`src/rtl/fma_pkg.sv`:
```
// Shared definitions for the fused multiply-add datapath.
//   clog2()      : ceiling log2, usable in constant expressions
//   num_stages() : register ranks needed after the input rank for a given
//                  operand width and number of prefix levels per rank
//   gp_t         : one (generate, propagate) pair; vectors are gp_t [W-1:0]
package fma_pkg;

    localparam int MIN_WIDTH       = 4;
    localparam int MAX_WIDTH       = 128;
    localparam int DEF_WIDTH       = 32;
    localparam int DEF_LVL_PER_STG = 2;

    function automatic int clog2(input int value);
        int r;
        r = 0;
        for (int i = 0; i < 31; i++) begin
            if ((1 << i) < value) begin
                r = i + 1;
            end
        end
        return r;
    endfunction

    function automatic int num_stages(input int width, input int lvl_per_stg);
        int lvls;
        lvls = clog2(width);
        return (lvls + lvl_per_stg - 1) / lvl_per_stg;
    endfunction

    localparam int DEF_LEVELS = clog2(DEF_WIDTH);
    localparam int DEF_NSTG   = num_stages(DEF_WIDTH, DEF_LVL_PER_STG);

    typedef struct packed {
        logic g;
        logic p;
    } gp_t;

endpackage

```
`src/rtl/prefix_gp_cell.sv`:
```
// Kogge-Stone black cell: merges a higher-order (G, P) group with the
// adjacent lower-order group.
//   g_hi, p_hi : group terms of the more significant span
//   g_lo, p_lo : group terms of the less significant span
//   G, P       : combined group terms
module prefix_gp_cell (
    input  logic g_hi,
    input  logic p_hi,
    input  logic g_lo,
    input  logic p_lo,
    output logic G,
    output logic P
);

    assign G = g_hi | (p_hi & g_lo);
    assign P = p_hi & p_lo;

endmodule

```
`src/rtl/prefix_adder_pipe.sv`:
```
// Pipelined Kogge-Stone adder/subtractor with valid/ready on both sides.
// Rank 0 registers the operands; a further register rank follows every
// LVL_PER_STG prefix levels, and the last rank holds the result.
//   clk, rst              : clock, synchronous active-high reset
//   in_valid / in_ready   : operand handshake
//   a, b, cin, sub        : operands; sub=1 computes a - b (cin ignored)
//   out_valid / out_ready : result handshake
//   sum, cout, ovf        : result, carry out of MSB, signed overflow
module prefix_adder_pipe
    import fma_pkg::*;
#(
    parameter int WIDTH       = DEF_WIDTH,
    parameter int LVL_PER_STG = DEF_LVL_PER_STG
) (
    input  logic             clk,
    input  logic             rst,
    input  logic             in_valid,
    output logic             in_ready,
    input  logic [WIDTH-1:0] a,
    input  logic [WIDTH-1:0] b,
    input  logic             cin,
    input  logic             sub,
    output logic             out_valid,
    input  logic             out_ready,
    output logic [WIDTH-1:0] sum,
    output logic             cout,
    output logic             ovf
);

    localparam int L    = clog2(WIDTH);
    localparam int NSTG = num_stages(WIDTH, LVL_PER_STG);
    // intermediate ranks 1..NSTG-1; sized to at least one to stay legal
    localparam int NMID = (NSTG > 1) ? NSTG - 1 : 1;

    logic [NSTG:0] r_vld;
    logic [NSTG:0] w_rdy;

    // ready_k = !valid_k || ready_{k+1} unrolled to the end of the pipe,
    // which keeps each bit a flat AND/OR instead of a chained vector
    for (genvar k = 0; k <= NSTG; k++) begin : g_rdy
        assign w_rdy[k] = out_ready || !(&r_vld[NSTG:k]);
    end

    assign in_ready  = w_rdy[0] && !rst;
    assign out_valid = r_vld[NSTG];

    always_ff @(posedge clk) begin
        if (rst) begin
            r_vld <= '0;
        end else begin
            if (w_rdy[0]) begin
                r_vld[0] <= in_valid;
            end
            for (int k = 1; k <= NSTG; k++) begin
                if (w_rdy[k]) begin
                    r_vld[k] <= r_vld[k-1];
                end
            end
        end
    end

    // ---------------- rank 0: operands ----------------
    logic [WIDTH-1:0] r_a;
    logic [WIDTH-1:0] r_b;
    logic             r_ci;

    always_ff @(posedge clk) begin
        if (w_rdy[0] && in_valid) begin
            r_a  <= a;
            r_b  <= b ^ {WIDTH{sub}};
            r_ci <= sub | cin;
        end
    end

    // Bit-level generate/propagate. The carry-in is absorbed into g_0 so
    // that every group G[i:0] is directly the carry out of bit i.
    gp_t [WIDTH-1:0] w_gp0;

    always_comb begin
        w_gp0 = '0;
        for (int i = 0; i < WIDTH; i++) begin
            w_gp0[i].g = r_a[i] & r_b[i];
            w_gp0[i].p = r_a[i] ^ r_b[i];
        end
        w_gp0[0].g = (r_a[0] & r_b[0]) | ((r_a[0] ^ r_b[0]) & r_ci);
    end

    // ---------------- prefix tree ----------------
    gp_t  [L-1:0][WIDTH-1:0]    w_lvl_in;
    gp_t  [L-1:0][WIDTH-1:0]    w_lvl_out;
    gp_t  [NMID-1:0][WIDTH-1:0] r_gp;
    logic [NMID-1:0][WIDTH-1:0] r_pb;
    logic [NMID-1:0]            r_pci;

    for (genvar k = 0; k < L; k++) begin : g_lvl
        localparam int STG  = k / LVL_PER_STG;
        localparam int DIST = 1 << k;

        // the first level of each rank starts from that rank's register
        if (k == 0) begin : g_src_in
            assign w_lvl_in[k] = w_gp0;
        end else if ((k % LVL_PER_STG) == 0) begin : g_src_reg
            assign w_lvl_in[k] = r_gp[STG-1];
        end else begin : g_src_lvl
            assign w_lvl_in[k] = w_lvl_out[k-1];
        end

        for (genvar i = 0; i < WIDTH; i++) begin : g_node
            if (i >= DIST) begin : g_cell
                prefix_gp_cell u_cell (
                    .g_hi (w_lvl_in[k][i].g),
                    .p_hi (w_lvl_in[k][i].p),
                    .g_lo (w_lvl_in[k][i-DIST].g),
                    .p_lo (w_lvl_in[k][i-DIST].p),
                    .G    (w_lvl_out[k][i].g),
                    .P    (w_lvl_out[k][i].p)
                );
            end else begin : g_pass
                assign w_lvl_out[k][i] = w_lvl_in[k][i];
            end
        end
    end

    // Bit propagate vector and carry-in travelling alongside the tree,
    // indexed by the rank that feeds each stage.
    logic [NSTG-1:0][WIDTH-1:0] w_stg_pb;
    logic [NSTG-1:0]            w_stg_ci;

    always_comb begin
        w_stg_pb    = '0;
        w_stg_ci    = '0;
        w_stg_pb[0] = r_a ^ r_b;
        w_stg_ci[0] = r_ci;
        for (int s = 1; s < NSTG; s++) begin
            w_stg_pb[s] = r_pb[s-1];
            w_stg_ci[s] = r_pci[s-1];
        end
    end

    // ---------------- intermediate ranks 1..NSTG-1 ----------------
    always_ff @(posedge clk) begin
        for (int s = 1; s < NSTG; s++) begin
            if (w_rdy[s] && r_vld[s-1]) begin
                r_gp[s-1]  <= w_lvl_out[s*LVL_PER_STG-1];
                r_pb[s-1]  <= w_stg_pb[s-1];
                r_pci[s-1] <= w_stg_ci[s-1];
            end
        end
    end

    // ---------------- final XOR and output rank ----------------
    logic [WIDTH-1:0] w_carry;
    logic [WIDTH-1:0] w_sum_nxt;

    always_comb begin
        w_carry = '0;
        for (int i = 0; i < WIDTH; i++) begin
            w_carry[i] = w_lvl_out[L-1][i].g;
        end
        w_sum_nxt = w_stg_pb[NSTG-1] ^ {w_carry[WIDTH-2:0], w_stg_ci[NSTG-1]};
    end

    logic [WIDTH-1:0] r_sum;
    logic             r_cout;
    logic             r_ovf;

    always_ff @(posedge clk) begin
        if (rst) begin
            r_sum  <= '0;
            r_cout <= 1'b0;
            r_ovf  <= 1'b0;
        end else if (w_rdy[NSTG] && r_vld[NSTG-1]) begin
            r_sum  <= w_sum_nxt;
            r_cout <= w_carry[WIDTH-1];
            r_ovf  <= w_carry[WIDTH-2] ^ w_carry[WIDTH-1];
        end
    end

    assign sum  = r_sum;
    assign cout = r_cout;
    assign ovf  = r_ovf;

endmodule

```
`config.mk`:
```
export PLATFORM = sky130hd
export DESIGN_NAME = prefix_adder_pipe
export DESIGN_NICKNAME = d
export VERILOG_FILES = /design/src/rtl/fma_pkg.sv /design/src/rtl/prefix_gp_cell.sv /design/src/rtl/prefix_adder_pipe.sv
export SDC_FILE = /design/constraint.sdc
export NUM_CORES = 1
export LEC_CHECK = 0
export ABC_CLOCK_PERIOD_IN_PS = 7900
export BUFFER_PORTS_ARGS = -buffer_cell sky130_fd_sc_hd__clkbuf_2
export CAP_MARGIN = 20
export CORE_AREA = 2 2 182 228
export DETAILED_ROUTE_END_ITERATION = 8
export DIE_AREA = 0 0 184 230
export PLACE_DENSITY = 0.46
export SETUP_SLACK_MARGIN = 0.02
export SLEW_MARGIN = 20
export SYNTH_ARGS = -nofsm -noshare
export SYNTH_HDL_FRONTEND = slang
export SYNTH_HIERARCHICAL = 1
export SYNTH_SLANG_ARGS = --single-unit
```
`constraint.sdc`:
```
create_clock -name clk -period 7.9 [get_ports clk]
set_clock_uncertainty 0.15 [all_clocks]
set_input_delay 2.37 -clock clk [delete_from_list [all_inputs] [get_ports clk]]
set_output_delay 2.37 -clock clk [all_outputs]
set_load 0.02 [all_outputs]
```
# After elaboration in Yosys (flattened, before gate mapping)
# Cells that the tools add are included.
[word_totals] inputBits=70 word_cells=566 mem_bits_ro=0 reg_bits=277 latchBits=0 mem_count=0 output_inout_bits=36 ram_bits=0
[op_classes] magnitude_cmp=0 n_mux=0 n_addsub=0 eq_ne=0 n_div=0 bitwise_logic=427 reduce_logical=17 shifts=0 n_mul=0
[op_table] cell="$and A1 B1 Y1" n=260
[op_table] cell="$or A1 B1 Y1" n=131
[op_table] cell="$xor A32 B32 Y32" n=3
[op_table] cell="$xor A1 B1 Y1" n=33
[op_table] cell="$logic_and A1 B1 Y1" n=5
[op_table] cell="$logic_not A1 Y1" n=5
[op_table] cell="$logic_or A1 B1 Y1" n=4
[op_table] cell="$reduce_and A4 Y1" n=1
[op_table] cell="$reduce_and A3 Y1" n=1
[op_table] cell="$reduce_and A2 Y1" n=1

# Depth between registers and ports, before layout
# Gate-level depths: netlist of run 1.
[logic_depth] depth_word=7 mapped_depth=4

# By module
# The synthesis of run 1 kept the hierarchy.
[modules_own_cells] module="prefix_adder_pipe" cells_each=459 n_inst=1 seq_area_each_um2=8478.1 area_each_um2=9983.3
[modules_own_cells] module="prefix_gp_cell" cells_each=2 n_inst=129 seq_area_each_um2=0.0 area_each_um2=15.0

# Least setup slack after synthesis of run 1
# OpenSTA, ideal clock, no wires.
[synth_timing] path_type="input to register" start="in out_ready" end="reg r_gp[10] (netlist name), enable pin" t_required_ns=7.187 path_slack_ns=0.331 arrival_ns=6.857 cell_stages=2 path_buffers=0 cell_sequence="and4b_1 > nor2b_1"
[synth_between] elab_chain_cells=2
[synth_rtl] element="from (decl)" line="prefix_adder_pipe.sv:24" rtl="input logic out_ready,"
[synth_rtl] element="$logic_or A1 B1 Y1" line="prefix_adder_pipe.sv:41" rtl="assign w_rdy[k] = out_ready || !(&r_vld[NSTG:k]);"
[synth_rtl] element="$logic_and A1 B1 Y1" line="prefix_adder_pipe.sv:143" rtl="if (w_rdy[s] && r_vld[s-1]) begin"
[synth_rtl] element="to (signal, indexed assignment)" line="prefix_adder_pipe.sv:144" rtl="r_gp[s-1] <= w_lvl_out[s*LVL_PER_STG-1];"
[synth_rtl] element="to (decl)" line="prefix_adder_pipe.sv:91" rtl="gp_t [NMID-1:0][WIDTH-1:0] r_gp;"
# No other way between the ends.
# A chain may end at the register's enable or synchronous reset.

# Worst setup path in the final report of run 1
[layout_timing] start="in out_ready" end="out in_ready"
[layout_between] elab_chain_cells=2
[layout_rtl] element="$logic_or A1 B1 Y1" line="prefix_adder_pipe.sv:41"
[layout_rtl] element="$logic_and A1 B1 Y1" line="prefix_adder_pipe.sv:44" rtl="assign in_ready = w_rdy[0] && !rst;"
[layout_rtl] element="to (decl)" line="prefix_adder_pipe.sv:18" rtl="output logic in_ready,"
# No other way between the ends.

==> reports/metrics.yaml, run 1 <==
seqCellArea_um2: 7940
syn_nets: 770
power.density_nw_per_um2: 254
die_area_um2: 42300
worst-endpoint-required_ns: 5.38
num_vias: 5567
dp.cells: 1272
tightest_slew_ns: 1.01
design.core.area_um2: 40000
worstReg2RegStart: "r_vld[3]$_SDFFE_PP0P_"
finalNonFillerCells: 1325
area_delta_synth_final_pct: 19.1
critPathLaunch: "out_ready"
clkSinkCount: 277
period_needed_ns: 5.71
cp_max_fo: 5
r2r_slack_ns: 5.32
setup.worst_path.end: "in_ready"
power.leakage_nw: 5.76
nets: 901
antenna_found_initial: 0
port_buffers: 105
cts_buffers: 29
ys_warn_count: 6
drive_gt1_frac: 0.320
grt_start_max_net_pins: 82
setup_viol: 0
grt_pass1_vias: 5932
cts_root_buf: "clkbuf_16"
syn_inst: 668
min_path_cells: 0
timing.setup.tns_ns: 0
drv_slew: 0
dr.pass1.iters: 4
crit_type: "input pin to output port"
clock_latency_ns: 0.55
grt_pass1_wl_um: 34500
cts_max_level: 1
top_level_ports: 106
cts_resized: 0
grt_overflow_total: 0
antennaDiodeCount: 0
reg2reg_to: "r_pb[13]$_DFFE_PP_"
route.detailed.drc: 0
post-cts-setup-buffers: 0
hold_class: "flip-flop to flip-flop"
arrival_ns: 3.19
drt-wirelength-per-cell_um: 16.8
hold_ws_ns: 0.264
peakVddDrop_uv: 118
num-fill-cells: 3924
viasPerCell: 4.20
rows: 82
die_w_um: 184
dpl_cell_area_um2: 12300
slew-limit-headroom: 0.325
reg2regPathDepth: 3
finalHoldViolations: 0
multi_input_area_um2: 3140
routed_wl_um: 22300
gp_congestion: 0.728
die_y_um: 230
dp_hpwl_um: 16700
status: "finished, final reports clean"
cap_violations: 0
max_freq_mhz: 175
hold_buffers: 0
drtIter0Drc: 291
syn_avg_cell_area_um2: 16.7
crit_path_start_kind: "input pin"
ant_nets: 0
grtUsageTotal: 0.108
synth_area_um2: 11100
rsz0062_at_grt: "false"
cts_buffer_depth: 3
timing.final.crit_share: 0.723
critPathCaptureType: "output port"
start_util: 0.279
finish.instance_area_um2: 13300
path_clk_slew_ns: 0.06
cts_tree: "done"
==> worst min-delay path by stage <==
stage                             from                 end  slack, ns
floorplan            r_pb[0]$_DFFE_PP_  r_pb[32]$_DFFE_PP_       0.25
global placement    r_pb[25]$_DFFE_PP_  r_pb[57]$_DFFE_PP_       0.25
detailed placement   r_pb[4]$_DFFE_PP_  r_pb[36]$_DFFE_PP_       0.25
CTS                  r_pb[4]$_DFFE_PP_  r_pb[36]$_DFFE_PP_       0.26
global route        r_pb[15]$_DFFE_PP_  r_pb[47]$_DFFE_PP_       0.27
finish               r_pb[4]$_DFFE_PP_  r_pb[36]$_DFFE_PP_       0.26
==> state kept, by name (all words and copies together), names as in the netlist, 2 cells and up <==
register and cells:
r_gp 108, r_pci 2, r_pb 64, r_b 32
sum 32, r_vld 4, r_a 32
==> through the flow <==
| stage | setup slack (ns) | utilization | total power [mW] |
|---|---|---|---|
| after global placement | 2.20 | 0.307 | 2.02 |
| final | 2.19 | 0.332 | 3.37 |
| after CTS | 2.18 | 0.332 | 3.43 |
| after detailed placement | 2.19 | 0.307 | 2.02 |
| after floorplan | 0.469 | - | 1.91 |
| after global routing | 2.11 | 0.332 | 3.52 |
==> layout by cell type (no fill, tap or decap), types with 6 or more instances in the layout <==
cell / count
a22o_1: 33
and2_2: 98
clkbuf_16: 31
clkbuf_1: 8
ha_1: 32
a21o_1: 130
clkbuf_2: 104
dfxtp_1: 38
buf_4: 6
xor2_1: 65
edfxtp_1: 239
==> metal layers <==
metal / global-route usage / wire, µm
met1: 0.134 / 9480
met2: 0.190 / 11400
met3: 0.0169 / 867
met4: 0.0370 / 493
met5: 0 / 0
==> critical path, stage by stage <==
cell      delay [ns]
clkbuf_2        0.11
and4b_1         0.43
a21oi_1         0.12
clkbuf_2        0.16
==> report_power, final <==
| group | leakage [nW] | internal [mW] | switching (mW) | total, mW |
|---|---|---|---|---|
| Combinational | 2.59 | 0.123 | 0.155 | 0.278 |
| Clock | 0.483 | 0.850 | 0.545 | 1.39 |
| Sequential | 2.69 | 1.68 | 0.0252 | 1.70 |
==> area by class of cell <==
cell class                      count  share of cell area
Tap cell                          504              0.0475
Clock inverter                     10              0.0101
Sequential cell                   277               0.598
Inverter                            1            0.000283
Timing Repair Buffer              111              0.0430
Multi-Input combinational cell    379               0.236
Clock buffer                       43              0.0648
Note: power is estimated with default switching activity, not from simulation.
==> run 2: changes to the inputs <==
--- a/config.mk
+++ b/config.mk
@@ -5,13 +5,13 @@
 export SDC_FILE = /design/constraint.sdc
 export NUM_CORES = 1
 export LEC_CHECK = 0
-export ABC_CLOCK_PERIOD_IN_PS = 7900
+export ABC_CLOCK_PERIOD_IN_PS = 5600
 export BUFFER_PORTS_ARGS = -buffer_cell sky130_fd_sc_hd__clkbuf_2
 export CAP_MARGIN = 20
 export CORE_AREA = 2 2 182 228
 export DETAILED_ROUTE_END_ITERATION = 8
 export DIE_AREA = 0 0 184 230
-export PLACE_DENSITY = 0.46
+export PLACE_DENSITY = 0.45
 export SETUP_SLACK_MARGIN = 0.02
 export SLEW_MARGIN = 20
 export SYNTH_ARGS = -nofsm -noshare
==> constraint.sdc (replaced) <==
create_clock -name clk -period 5.6 [get_ports clk]
set_clock_uncertainty 0.15 [all_clocks]
set_input_delay 1.68 -clock clk [delete_from_list [all_inputs] [get_ports clk]]
set_output_delay 1.68 -clock clk [all_outputs]
set_load 0.02 [all_outputs]
==> reports/metrics.yaml, run 2 (same netlist as run 1, synthesis figures left out) <==
hold_end: "r_pb[57]$_DFFE_PP_"
ant_nets: 0
grt_pass1_wl_um: 34800
area_delta_synth_final_pct: 18.6
tightest_slew_ns: 1.02
cts_resized: 0
hold_buffers: 0
die_y_um: 230
layout_common_cells: "edfxtp_1 (239), a21o_1 (130), clkbuf_2 (104)"
hold_start: "r_pb[25]$_DFFE_PP_"
seqPwrFrac: 0.514
rows: 82
gp_congestion: 0.764
peakVddDrop_uv: 176
cap_violations: 0
reg2reg_to: "r_pb[0]$_DFFE_PP_"
drive_gt1_frac: 0.322
rsz0062_at_grt: "false"
grt_overflow_total: 0
worstReg2RegStart: "r_vld[3]$_SDFFE_PP0P_"
period_needed_ns: 4.32
critPathCaptureType: "output port"
die_area_um2: 42300
worst-endpoint-required_ns: 3.77
top_level_ports: 106
start_util: 0.279
antenna_found_initial: 0
nets: 902
crit_path_max_incr_delay_ns: 0.43
cts_buffer_depth: 3
routed_wl_um: 22600
cts_root_buf: "clkbuf_16"
crit_path_start_kind: "input pin"
power_frac_comb: 0.085
dp_hpwl_um: 16900
cts_max_level: 1
switching_share: 0.224
min_path_cells: 0
clkSinkCount: 277
power.density_nw_per_um2: 353
cts_buffers: 29
num-fill-cells: 3920
drt-wirelength-per-cell_um: 17.0
regMostFlops: "r_gp"
path_cells: "clkbuf_2 -> and4b_1 -> a21oi_1 -> clkbuf_2"
viasPerCell: 4.20
die_w_um: 184
post-cts-setup-buffers: 0
power.leakage_nw: 5.74
grtUsageTotal: 0.109
grt_pass1_vias: 6057
top_regs: "r_gp (108), r_pb (64)"
pwr-share-clk: 0.402
design.core.area_um2: 40000
setup_viol: 0
dr.pass1.iters: 7
reg2regPathDepth: 3
largest_reg_flops: 108
num_vias: 5571
seqCellArea_um2: 7940
max_freq_mhz: 231
multi_input_area_um2: 3140
timing.setup.tns_ns: 0
finalNonFillerCells: 1325
r2r_slack_ns: 3.37
finalHoldViolations: 0
path_clk_slew_ns: 0.06
drtIter0Drc: 293
status: "finished, final reports clean"
arrival_ns: 2.49
p_int_mw: 3.63
antennaDiodeCount: 0
crit_type: "input pin to output port"
cp_common_cell: "clkbuf_2"
drv_slew: 0
dp.cells: 1273
final_common_cell: "edfxtp_1"
p_sw_mw: 1.05
timing.final.crit_share: 0.772
cp_slowest_cell: "and4b_1"
slew-limit-headroom: 0.317
hold_ws_ns: 0.269
cp_max_fo: 5
grt_start_max_net_pins: 82
hold_class: "flip-flop to flip-flop"
clock_latency_ns: 0.55
cts_tree: "done"
route.detailed.drc: 0
port_buffers: 105
run 2: cell count changes in the layout (fill, tap and decap cells not counted), moves of 2 or more:
cell / delta
clkbuf_1: -5
clkbuf_16: -2
clkbuf_8: -4
clkinv_1: +4
clkinv_2: +5
inv_6: +2
run 2: per-layer routing:
layer,GRT usage,routed length (µm),vias up,share of wire
li1,-,-,2787,-
met1,0.131,9720,2654,0.43
met2,0.196,11600,96,0.51
met3,0.0147,743,34,0.033
met4,0.0405,552,0,0.024
met5,0,0,-,0
run 2: worst max path at each step:
| stage | startpoint | end | slack, ns | depth (start not counted) |
|---|---|---|---|---|
| 2_1_floorplan | out_ready | r_gp[10]$_DFFE_PP_ | 0.66 | 2 |
| 3_3_place_gp | out_ready | in_ready | 1.28 | 4 |
| 3_5_place_dp | out_ready | in_ready | 1.27 | 4 |
| 4_1_cts | out_ready | in_ready | 1.27 | 4 |
| 5_1_grt | out_ready | in_ready | 1.22 | 4 |
| 6_report | out_ready | in_ready | 1.28 | 4 |
run 2: power by group through the flow:
stage	clock network (mW)	logic [mW]	registers (mW)
floorplan	0	0.255	2.44
global placement	0	0.404	2.45
detailed placement	0	0.403	2.45
CTS	1.94	0.406	2.40
global route	2.01	0.448	2.41
finish	1.88	0.395	2.40
run 2: per-stage QoR:
| step | util | setup WS, ns | power [mW] | instance area (µm²) |
|---|---|---|---|---|
| 5_1_grt | 0.330 | 1.22 | 4.87 | 13200 |
| 2_1_floorplan | - | 0.656 | 2.69 | 11200 |
| 4_1_cts | 0.330 | 1.27 | 4.75 | 13200 |
| 3_5_place_dp | 0.307 | 1.27 | 2.85 | 12300 |
| 6_report | 0.330 | 1.28 | 4.67 | 13200 |
| 3_3_place_gp | 0.307 | 1.28 | 2.85 | 12300 |
run 2: worst max-delay path: cells and delay by family:
kind                   cells  cell delay [ns]
and+or+nand+nor            1             0.43
AOI/OAI and AO/OA          1             0.11
buffers and inverters      2             0.27
run 2: final cells by class:
| class | instances | area share |
|---|---|---|
| clock inverters | 20 | 0.0138 |
| flip-flops and latches | 277 | 0.600 |
| repair buffers | 112 | 0.0447 |
| inverters | 1 | 0.000284 |
| clock buffers | 32 | 0.0557 |
| multi-input cells | 379 | 0.237 |
| well taps | 504 | 0.0477 |
==> run 3: changes to the inputs <==
--- a/config.mk
+++ b/config.mk
@@ -5,13 +5,13 @@
 export SDC_FILE = /design/constraint.sdc
 export NUM_CORES = 1
 export LEC_CHECK = 0
-export ABC_CLOCK_PERIOD_IN_PS = 5600
+export ABC_CLOCK_PERIOD_IN_PS = 3800
 export BUFFER_PORTS_ARGS = -buffer_cell sky130_fd_sc_hd__clkbuf_2
 export CAP_MARGIN = 20
 export CORE_AREA = 2 2 182 228
 export DETAILED_ROUTE_END_ITERATION = 8
 export DIE_AREA = 0 0 184 230
-export PLACE_DENSITY = 0.45
+export PLACE_DENSITY = 0.46
 export SETUP_SLACK_MARGIN = 0.02
 export SLEW_MARGIN = 20
 export SYNTH_ARGS = -nofsm -noshare
==> constraint.sdc (replaced) <==
create_clock -name clk -period 3.8 [get_ports clk]
set_clock_uncertainty 0.15 [all_clocks]
set_input_delay 1.14 -clock clk [delete_from_list [all_inputs] [get_ports clk]]
set_output_delay 1.14 -clock clk [all_outputs]
set_load 0.02 [all_outputs]
==> reports/metrics.yaml, run 3 (same netlist as run 1, synthesis figures left out) <==
post-cts-setup-buffers: 0
regMostFlops: "r_gp"
crit_type: "input pin to output port"
grt_pass1_wl_um: 34400
grt_overflow_total: 0
worst-endpoint-required_ns: 2.51
die_area_um2: 42300
place_ws_ns: 0.559
cts_buffers: 28
slew-limit-headroom: 0.303
finalHoldViolations: 0
dp_hpwl_um: 16800
largest_reg_flops: 108
hold_ws_ns: 0.269
period_needed_ns: 3.25
path_cells: "clkbuf_2 -> and4b_1 -> a21oi_1 -> clkbuf_2"
routed_wl_um: 22200
drtIter0Drc: 242
die_w_um: 184
peakVddDrop_uv: 222
cts_buffer_depth: 3
ant_nets: 0
finish.instance_area_um2: 13300
crit_path_max_incr_delay_ns: 0.44
nets: 903
power_mw: 6.89
dr.pass1.iters: 4
power.leakage_nw: 5.76
crit_path_start_kind: "input pin"
grt_pass1_vias: 5898
hold_class: "flip-flop to flip-flop"
top_level_ports: 106
final_common_cell: "edfxtp_1"
cts_resized: 0
clkSinkCount: 277
cap_violations: 0
path_clk_slew_ns: 0.06
port_buffers: 105
num-fill-cells: 3924
gp_congestion: 0.741
grt_start_max_net_pins: 82
utilization: 0.332
tightest_slew_ns: 1.04
dp.cells: 1275
max_freq_mhz: 307
cp_common_cell: "clkbuf_2"
num_vias: 5514
cp_slowest_cell: "and4b_1"
timing.final.crit_share: 0.856
cts_max_level: 1
design.core.area_um2: 40000
die_y_um: 230
layout_common_cells: "edfxtp_1 (239), a21o_1 (130), clkbuf_2 (105)"
area_delta_synth_final_pct: 19.3
route.detailed.drc: 0
dpl_cell_area_um2: 12400
clock_latency_ns: 0.55
antennaDiodeCount: 0
power.density_nw_per_um2: 519
grtUsageTotal: 0.107
arrival_ns: 1.96
cts_tree: "done"
drive_gt1_frac: 0.322
antenna_found_initial: 0
start_util: 0.279
cp_max_fo: 5
status: "finished, final reports clean"
setup_ws_ns: 0.548
rsz0062_at_grt: "false"
viasPerCell: 4.16
drv_slew: 0
finalNonFillerCells: 1327
hold_buffers: 0
top_regs: "r_gp (108), r_pb (64)"
setup_viol: 0
rows: 82
drt-wirelength-per-cell_um: 16.7
timing.setup.tns_ns: 0
cts_root_buf: "clkbuf_16"
critPathCaptureType: "output port"
## run 3: final cells by class
class | instances | area, µm² | area share
Multi-Input combinational cell | 379 | 3140 | 0.236
Tap cell | 504 | 631 | 0.0474
Sequential cell | 277 | 7940 | 0.597
Inverter | 1 | 3.75 | 0.000282
Timing Repair Buffer | 114 | 643 | 0.0484
Clock buffer | 34 | 764 | 0.0575
Clock inverter | 18 | 175 | 0.0132
## run 3: final timing paths
check,slack [ns],startpoint,end,cells after the start
setup / recovery,0.55,out_ready,in_ready,4
hold / removal,0.27,r_pb[7]$_DFFE_PP_,r_pb[39]$_DFFE_PP_,0
setup reg to reg,1.80,r_vld[3]$_SDFFE_PP0P_,r_gp[16]$_DFFE_PP_,3
hold reg to reg,0.27,r_pb[7]$_DFFE_PP_,r_pb[39]$_DFFE_PP_,0
## run 3: where the power goes
part,switching (mW),leakage [nW],internal [mW]
Clock,1.14,0.446,1.64
Sequential,0.0497,2.69,3.48
Combinational,0.321,2.62,0.263
Total,1.51,5.76,5.38
## run 3: critical path, delay by kind of cell
family                 cells  cell delay [ns]
AO/OA/AOI/OAI              1             0.11
buffers and inverters      2             0.26
AND/OR/NAND/NOR            1             0.44
## run 3: layer usage
metal / share of wire / global-route usage / routed length [µm] / up-vias
li1: - / - / - / 2781
met5: 0 / 0 / 0 / -
met2: 0.51 / 0.191 / 11400 / 96
met1: 0.43 / 0.131 / 9550 / 2610
met4: 0.019 / 0.0353 / 423 / 0
met3: 0.039 / 0.0162 / 860 / 27
